===== src/rtl/elevator_pkg.sv =====
// Shared types and constants for the elevator call scheduler.
//   FLOOR_W / TOP_FLOOR : floor encoding ({z1,z0}, 0 = ground, 3 = top)
//   CMD_*               : move command encoding on {x1,x0}
//   state_e             : scheduler FSM states
package elevator_pkg;

  localparam int unsigned FLOOR_W = 2;
  localparam logic [FLOOR_W-1:0] TOP_FLOOR = 2'd3;

  localparam logic [1:0] CMD_UP   = 2'b11;
  localparam logic [1:0] CMD_DOWN = 2'b01;
  localparam logic [1:0] CMD_HOLD = 2'b00;

  typedef enum logic [2:0] {
    StIdle,
    StMove,
    StWaitArrive,
    StDwell,
    StHalt
  } state_e;

endpackage


===== src/rtl/elevator_call_latch.sv =====
// Outstanding-call register for the elevator scheduler.
//   clk, rst_n  : clock, asynchronous active-low reset
//   call_i      : call buttons, OR-ed into the pending set every cycle
//   clear_i     : one-hot floor being served; wins over a same-cycle call
//   flush_i     : drop every pending call (fire recall)
//   pending_o   : latched outstanding calls
//   served_o    : one-cycle one-hot pulse for the floor just cleared
module elevator_call_latch #(
  parameter int unsigned NumFloors = 4
) (
  input  logic                 clk,
  input  logic                 rst_n,
  input  logic [NumFloors-1:0] call_i,
  input  logic [NumFloors-1:0] clear_i,
  input  logic                 flush_i,
  output logic [NumFloors-1:0] pending_o,
  output logic [NumFloors-1:0] served_o
);

  logic [NumFloors-1:0] pending_q, pending_d;
  logic [NumFloors-1:0] served_q;

  always_comb begin
    pending_d = (pending_q | call_i) & ~clear_i;
    if (flush_i) pending_d = '0;
  end

  always_ff @(posedge clk or negedge rst_n) begin
    if (!rst_n) begin
      pending_q <= '0;
      served_q  <= '0;
    end else begin
      pending_q <= pending_d;
      // Only report floors that were actually outstanding.
      served_q  <= clear_i & pending_q;
    end
  end

  assign pending_o = pending_q;
  assign served_o  = served_q;

endmodule


===== src/rtl/elevator_call_scheduler.sv =====
// SCAN call scheduler feeding the elevator car controller.
//   clk, rst_n   : clock, asynchronous active-low reset
//   call_i       : call buttons (one bit per floor)
//   emergency    : emergency stop
//   floor_i      : current car floor {z1,z0}
//   x1, x0       : move command (11 up, 01 down, 00 hold)
//   pending_o    : latched outstanding calls
//   served_o     : one-cycle pulse when a floor's call is cleared
//   dir_up_o     : sweep direction (1 = up)
//   door_open_o  : high while dwelling at a served floor
//   fault_o      : sticky arrival-timeout flag
// Build option: FIRE_RECALL_EN turns emergency into a recall to floor 0
// instead of a freeze.
module elevator_call_scheduler
  import elevator_pkg::*;
#(
  parameter int unsigned NUM_FLOORS     = 4,
  parameter int unsigned DWELL_CYCLES   = 4,
  parameter int unsigned ARRIVE_TIMEOUT = 8
) (
  input  logic                  clk,
  input  logic                  rst_n,
  input  logic [NUM_FLOORS-1:0] call_i,
  input  logic                  emergency,
  input  logic [FLOOR_W-1:0]    floor_i,
  output logic                  x1,
  output logic                  x0,
  output logic [NUM_FLOORS-1:0] pending_o,
  output logic [NUM_FLOORS-1:0] served_o,
  output logic                  dir_up_o,
  output logic                  door_open_o,
  output logic                  fault_o
);

  localparam logic [3:0] DwellLast   = 4'(DWELL_CYCLES - 1);
  localparam logic [3:0] TimeoutLast = 4'(ARRIVE_TIMEOUT - 1);

  state_e               state_q, state_d;
  logic [1:0]           cmd_q, cmd_d;
  logic                 dir_up_q, dir_up_d;
  logic [3:0]           cnt_q, cnt_d;
  logic [FLOOR_W-1:0]   floor_q, floor_d;
  logic                 fault_q, fault_d;
  logic                 recall_done_q, recall_done_d;
  logic [NUM_FLOORS-1:0] clear;
  logic                 calls_above, calls_below;
  logic                 go_up, go_down;
  logic                 freeze, recall;

`ifdef FIRE_RECALL_EN
  assign recall = emergency;
  assign freeze = 1'b0;
`else
  assign recall = 1'b0;
  assign freeze = emergency;
`endif

  elevator_call_latch #(
    .NumFloors (NUM_FLOORS)
  ) u_call_latch (
    .clk       (clk),
    .rst_n     (rst_n),
    .call_i    (call_i),
    .clear_i   (clear),
    .flush_i   (recall),
    .pending_o (pending_o),
    .served_o  (served_o)
  );

  always_comb begin
    calls_above = 1'b0;
    calls_below = 1'b0;
    for (int unsigned f = 0; f < NUM_FLOORS; f++) begin
      if (pending_o[f] && (f > 32'(floor_i))) calls_above = 1'b1;
      if (pending_o[f] && (f < 32'(floor_i))) calls_below = 1'b1;
    end
  end

  // SCAN: keep the sweep while calls remain ahead, otherwise turn around.
  assign go_up   = calls_above && (dir_up_q || !calls_below);
  assign go_down = calls_below && (!dir_up_q || !calls_above);

  always_comb begin
    state_d       = state_q;
    cmd_d         = cmd_q;
    dir_up_d      = dir_up_q;
    cnt_d         = cnt_q;
    floor_d       = floor_q;
    fault_d       = fault_q;
    recall_done_d = recall_done_q & recall;
    clear         = '0;
    if (freeze) begin
      // Frozen; the arrival timer restarts once the stop is released.
      if (state_q == StWaitArrive) cnt_d = '0;
    end else begin
      unique case (state_q)
        StIdle: begin
          if (recall) begin
            if (floor_i != '0) begin
              cmd_d   = CMD_DOWN;
              state_d = StMove;
            end else if (!recall_done_q) begin
              recall_done_d = 1'b1;
              cnt_d         = '0;
              state_d       = StDwell;
            end
          end else begin
            if (floor_i == TOP_FLOOR) dir_up_d = 1'b0;
            else if (floor_i == '0)   dir_up_d = 1'b1;
            if (pending_o[floor_i]) begin
              clear[floor_i] = 1'b1;
              cnt_d          = '0;
              state_d        = StDwell;
            end else if (go_up) begin
              dir_up_d = 1'b1;
              cmd_d    = CMD_UP;
              state_d  = StMove;
            end else if (go_down) begin
              dir_up_d = 1'b0;
              cmd_d    = CMD_DOWN;
              state_d  = StMove;
            end
          end
        end
        StMove: begin
          floor_d = floor_i;
          cmd_d   = CMD_HOLD;
          cnt_d   = '0;
          state_d = StWaitArrive;
        end
        StWaitArrive: begin
          if (floor_i != floor_q) begin
            state_d = StIdle;
          end else if (cnt_q == TimeoutLast) begin
            fault_d = 1'b1;
            state_d = StHalt;
          end else begin
            cnt_d = cnt_q + 4'd1;
          end
        end
        StDwell: begin
          if (cnt_q == DwellLast) state_d = StIdle;
          else                    cnt_d   = cnt_q + 4'd1;
        end
        StHalt: ;
        default: state_d = StIdle;
      endcase
      if (recall) dir_up_d = 1'b0;
    end
  end

  always_ff @(posedge clk or negedge rst_n) begin
    if (!rst_n) begin
      state_q       <= StIdle;
      cmd_q         <= CMD_HOLD;
      dir_up_q      <= 1'b1;
      cnt_q         <= '0;
      floor_q       <= '0;
      fault_q       <= 1'b0;
      recall_done_q <= 1'b0;
    end else begin
      state_q       <= state_d;
      cmd_q         <= cmd_d;
      dir_up_q      <= dir_up_d;
      cnt_q         <= cnt_d;
      floor_q       <= floor_d;
      fault_q       <= fault_d;
      recall_done_q <= recall_done_d;
    end
  end

  // Emergency masking is the only combinational path to the command.
  assign {x1, x0}    = freeze ? CMD_HOLD : cmd_q;
  assign dir_up_o    = dir_up_q;
  assign door_open_o = (state_q == StDwell);
  assign fault_o     = fault_q;

endmodule


===== config.mk =====
export PLATFORM = sky130hd
export DESIGN_NAME = elevator_call_scheduler
export DESIGN_NICKNAME = d
export VERILOG_FILES = /design/src/rtl/elevator_pkg.sv /design/src/rtl/elevator_call_latch.sv /design/src/rtl/elevator_call_scheduler.sv
export SDC_FILE = /design/constraint.sdc
export NUM_CORES = 1
export LEC_CHECK = 0
export ABC_AREA = 1
export CAP_MARGIN = 20
export CORE_UTILIZATION = 52
export DETAILED_ROUTE_END_ITERATION = 8
export PLACE_DENSITY = 0.78
export SYNTH_ARGS = -nofsm -noshare
export SYNTH_HDL_FRONTEND = slang
export SYNTH_HIERARCHICAL = 1
export SYNTH_SLANG_ARGS = --single-unit

===== constraint.sdc =====
create_clock -name clk -period 1.61 [get_ports clk]
set_input_delay 0.161 -clock clk [delete_from_list [all_inputs] [get_ports clk]]
set_output_delay 0.161 -clock clk [all_outputs]
set_load 0.02 [all_outputs]

==> metrics.csv, run 1 <==
stage,metric,value,unit
critical_path,crit-path leading delay family,buffers and inverters,
timing,Finish-stage setup viols,0,
pwr,Power Total,1.80,mW
global_route,first-pass GRT wire length,4930,um
detailed_routing,DR pass1 iterations,4,
synth,asr flop ratio synth,1.00,
clock_tree,total CTS buffers,3,
synth,Avg Inst Size Synth,6.95,um2
critical_path,slowest cell on the critical path,clkdlybuf4s50_1,
clock_tree,buffer depth of the longest clock path,2,
final_layout,final core area utilization,0.700,
synth,Cells after Synth,191,
global_route,number of global-route vias before repair,1178,
clock_tree,CTS Sinks,21,
detailed_routing,"antenna viol nets, final",0,
floorplan,die width,52.5,um
placement,dpl ws,-0.152,ns
floorplan,die height,52.5,um
detailed_routing,DRC Markers,0,
placement,HPWL after detailed placement,2290,um
flow_run,max-cap viol count,0,
synth,post-synthesis sequential area ratio,0.397,
final_layout,NumNets Final,229,
timing,highest clock rate,0.645,GHz
final_layout,share of post-route cells with drive strength above 1,0.188,
final_layout,Antenna Cells,0,
synth,post-synth cell types,24,
critical_path,CP Data Arrival Time,1.39,ns
timing,fin crit period,1.55,ns
placement,Port-buffer cells,21,
synth,syn nets,201,
critical_path,crit path buf inv count,1,
detailed_routing,wire per inst,11.8,um
synth,number of synthesized flops with an enable pin,0,
timing,Slew Limit Fails,0,
critical_path,Critical Path End Type,primary output,
global_route,initial antenna violation count,0,
synth,Synth area leaders,"dfrtp_1 38%, nand2_1 17%, inv_1 6.8%",
critical_path,required time worst endpoint,1.45,ns
detailed_routing,Avg Vias per Cell,5.00,
timing,Final Skew,0.000467,ns
clock_tree,"Hold-fix buffers, CTS",0,
pwr,pwr dens,1110,nW/um2
floorplan,row cnt,17,
critical_path,cells along the critical path,clkdlybuf4s50_1,
final_layout,P&R area growth vs syn,22.3,%
clock_tree,worst-skew pair later-pin latency,0.31,ns
clock_tree,clock tree root buffer cell,clkbuf_4,
synth,cell taking the most area after synthesis,dfrtp_1,
critical_path,CP max FO,5,
clock_tree,CTS H-Tree Depth,1,
status,outcome,finished clean,
critical_path,CP Launch Type,flip-flop,
detailed_routing,vias post-DR,1229,
synth,Mapped Area,1330,um2
clock_tree,"CTS clk-pin slew, worst paths",0.12,ns
hold_path,Hold Crit Class,primary input to async pin,
pwr,P_leak,0.924,nW
critical_path,kind of critical path,flip-flop to primary output,
synth,#FFs+latches synth,21,
timing,RSZ-0062 raised after global routing,no,
synth,ys flop type,dfrtp_1,
timing,worst hold slack,0.179,ns
placement,gp weighted congestion,0.948,
floorplan,die area,2760,um2
synth,Yosys top cell area share,0.377,
global_route,grt ovf,0,
timing,Final Cycle Share,0.962,
synth,top-count cell post-synth,nand2_1,
synth,Ys Warns,6,
clock_tree,CTS tree,built,
detailed_routing,Routed WL,2900,um
global_route,largest net degree at the start of global routing,22,
floorplan,Core Region,2320,um2
global_route,Overall Global Routing Usage,0.245,
detailed_routing,Detailed Route Iter0 Violations,26,
critical_path,max incr delay on CP,0.63,ns
synth,most frequent cells after synthesis,"60 x nand2_1, 24 x inv_1, 20 x dfrtp_1",
floorplan,initial core utilization,0.573,
timing,final hold violation count,0,
timing,min setup slack post-route,0.0605,ns
pwr,Worst VDD drop,0.000885,V
floorplan,Top-Level Pins,22,
[timing repair]
item	in CTS	in global routing
hold endpoints to repair	0	0
setup buffers	0	0
resized for setup	3	5
setup endpoints to repair	2	5
[worst paths after layout]
kind | from | end | slack (ns) | cells past startpoint
setup / recovery | u_call_latch/pending_o[0] | pending_o[0] | 0.06 | 1
hold / removal | rst_n | fault_o | 0.18 | 2
setup reg to reg | state_q[1] | u_call_latch/pending_o[1] | 0.12 | 8
hold reg to reg | cmd_q[1] | cmd_q[1] | 0.49 | 2
max in group asynchronous | rst_n | dir_up_o | 1.16 | 2
min in group clk | call_i[2] | u_call_latch/pending_o[2] | 0.39 | 3
[routing by layer]
layer | up-vias | wire length [um] | track usage
met2 | 25 | 1470 | 0.432
met5 | - | 0 | 0
met4 | 0 | 33 | 0.105
met1 | 569 | 1300 | 0.297
met3 | 4 | 103 | 0.0290
li1 | 631 | - | -
[logic make-up (layout without fill, tap and decap cells)]
kind of cell	count (synthesis)	in the layout	synth area share
flops	21	21	0.397
simple gates	118	118	0.418
fa+ha+maj	1	1	0.00942
buf+inv	37	64	0.113
other cells	1	1	0.00282
xor+xnor	3	3	0.0198
compound gates	10	10	0.0396
[per-stage QoR]
step                TNS, ns  cell area [um2]  std cells
CTS                       0             1610        246
detailed placement   -0.993             1590        242
global placement    -0.0820             1590        242
finish                    0             1620        246
global route              0             1620        246
floorplan                 0             1330        191
[cell type report]
type	count	area, um2
inverter	35	134
clock inverter	1	5.00
tap	28	35.0
clock buffer	3	22.5
timing repair buffer	25	249
sequential	21	528
multi-input combinational	133	651
fill	202	694
[cells in the final DEF (no fill, tap or decap), drive strengths merged]
cell / count
conb: 1
buf: 4
nor3: 4
ha: 1
a211oi: 1
nand4: 3
clkdlybuf4s50: 15
dfrtp: 20
o21ai: 7
xor2: 1
dfstp: 1
xnor2: 2
clkdlybuf4s15: 1
clkinv: 3
dlygate4sd2: 1
a21oi: 2
clkbuf: 3
nand2: 70
nand3: 18
inv: 33
nor2: 23
dlymetal6s2s: 4
[power by group]
part	total (mW)	switching [mW]	internal [mW]
sequential	0.757	0.112	0.645
clock	0.265	0.173	0.0928
combinational	0.778	0.489	0.288
total	1.80	0.773	1.03
[registers in the layout (all words and copies together), names as in the netlist]
name,count
cmd_q,2
cnt_q,4
dir_up_o,1
fault_o,1
floor_q,2
state_q,3
u_call_latch/pending_o,4
u_call_latch/served_o,4
Power figures use the tool's default switching activity.
==> run 2, diff against run 1 <==
CTS_CLUSTER_DIAMETER = 40   (was not set)
==> results of run 2 <==
Same layout as run 1: the final DEF is identical, and so are final timing and power.
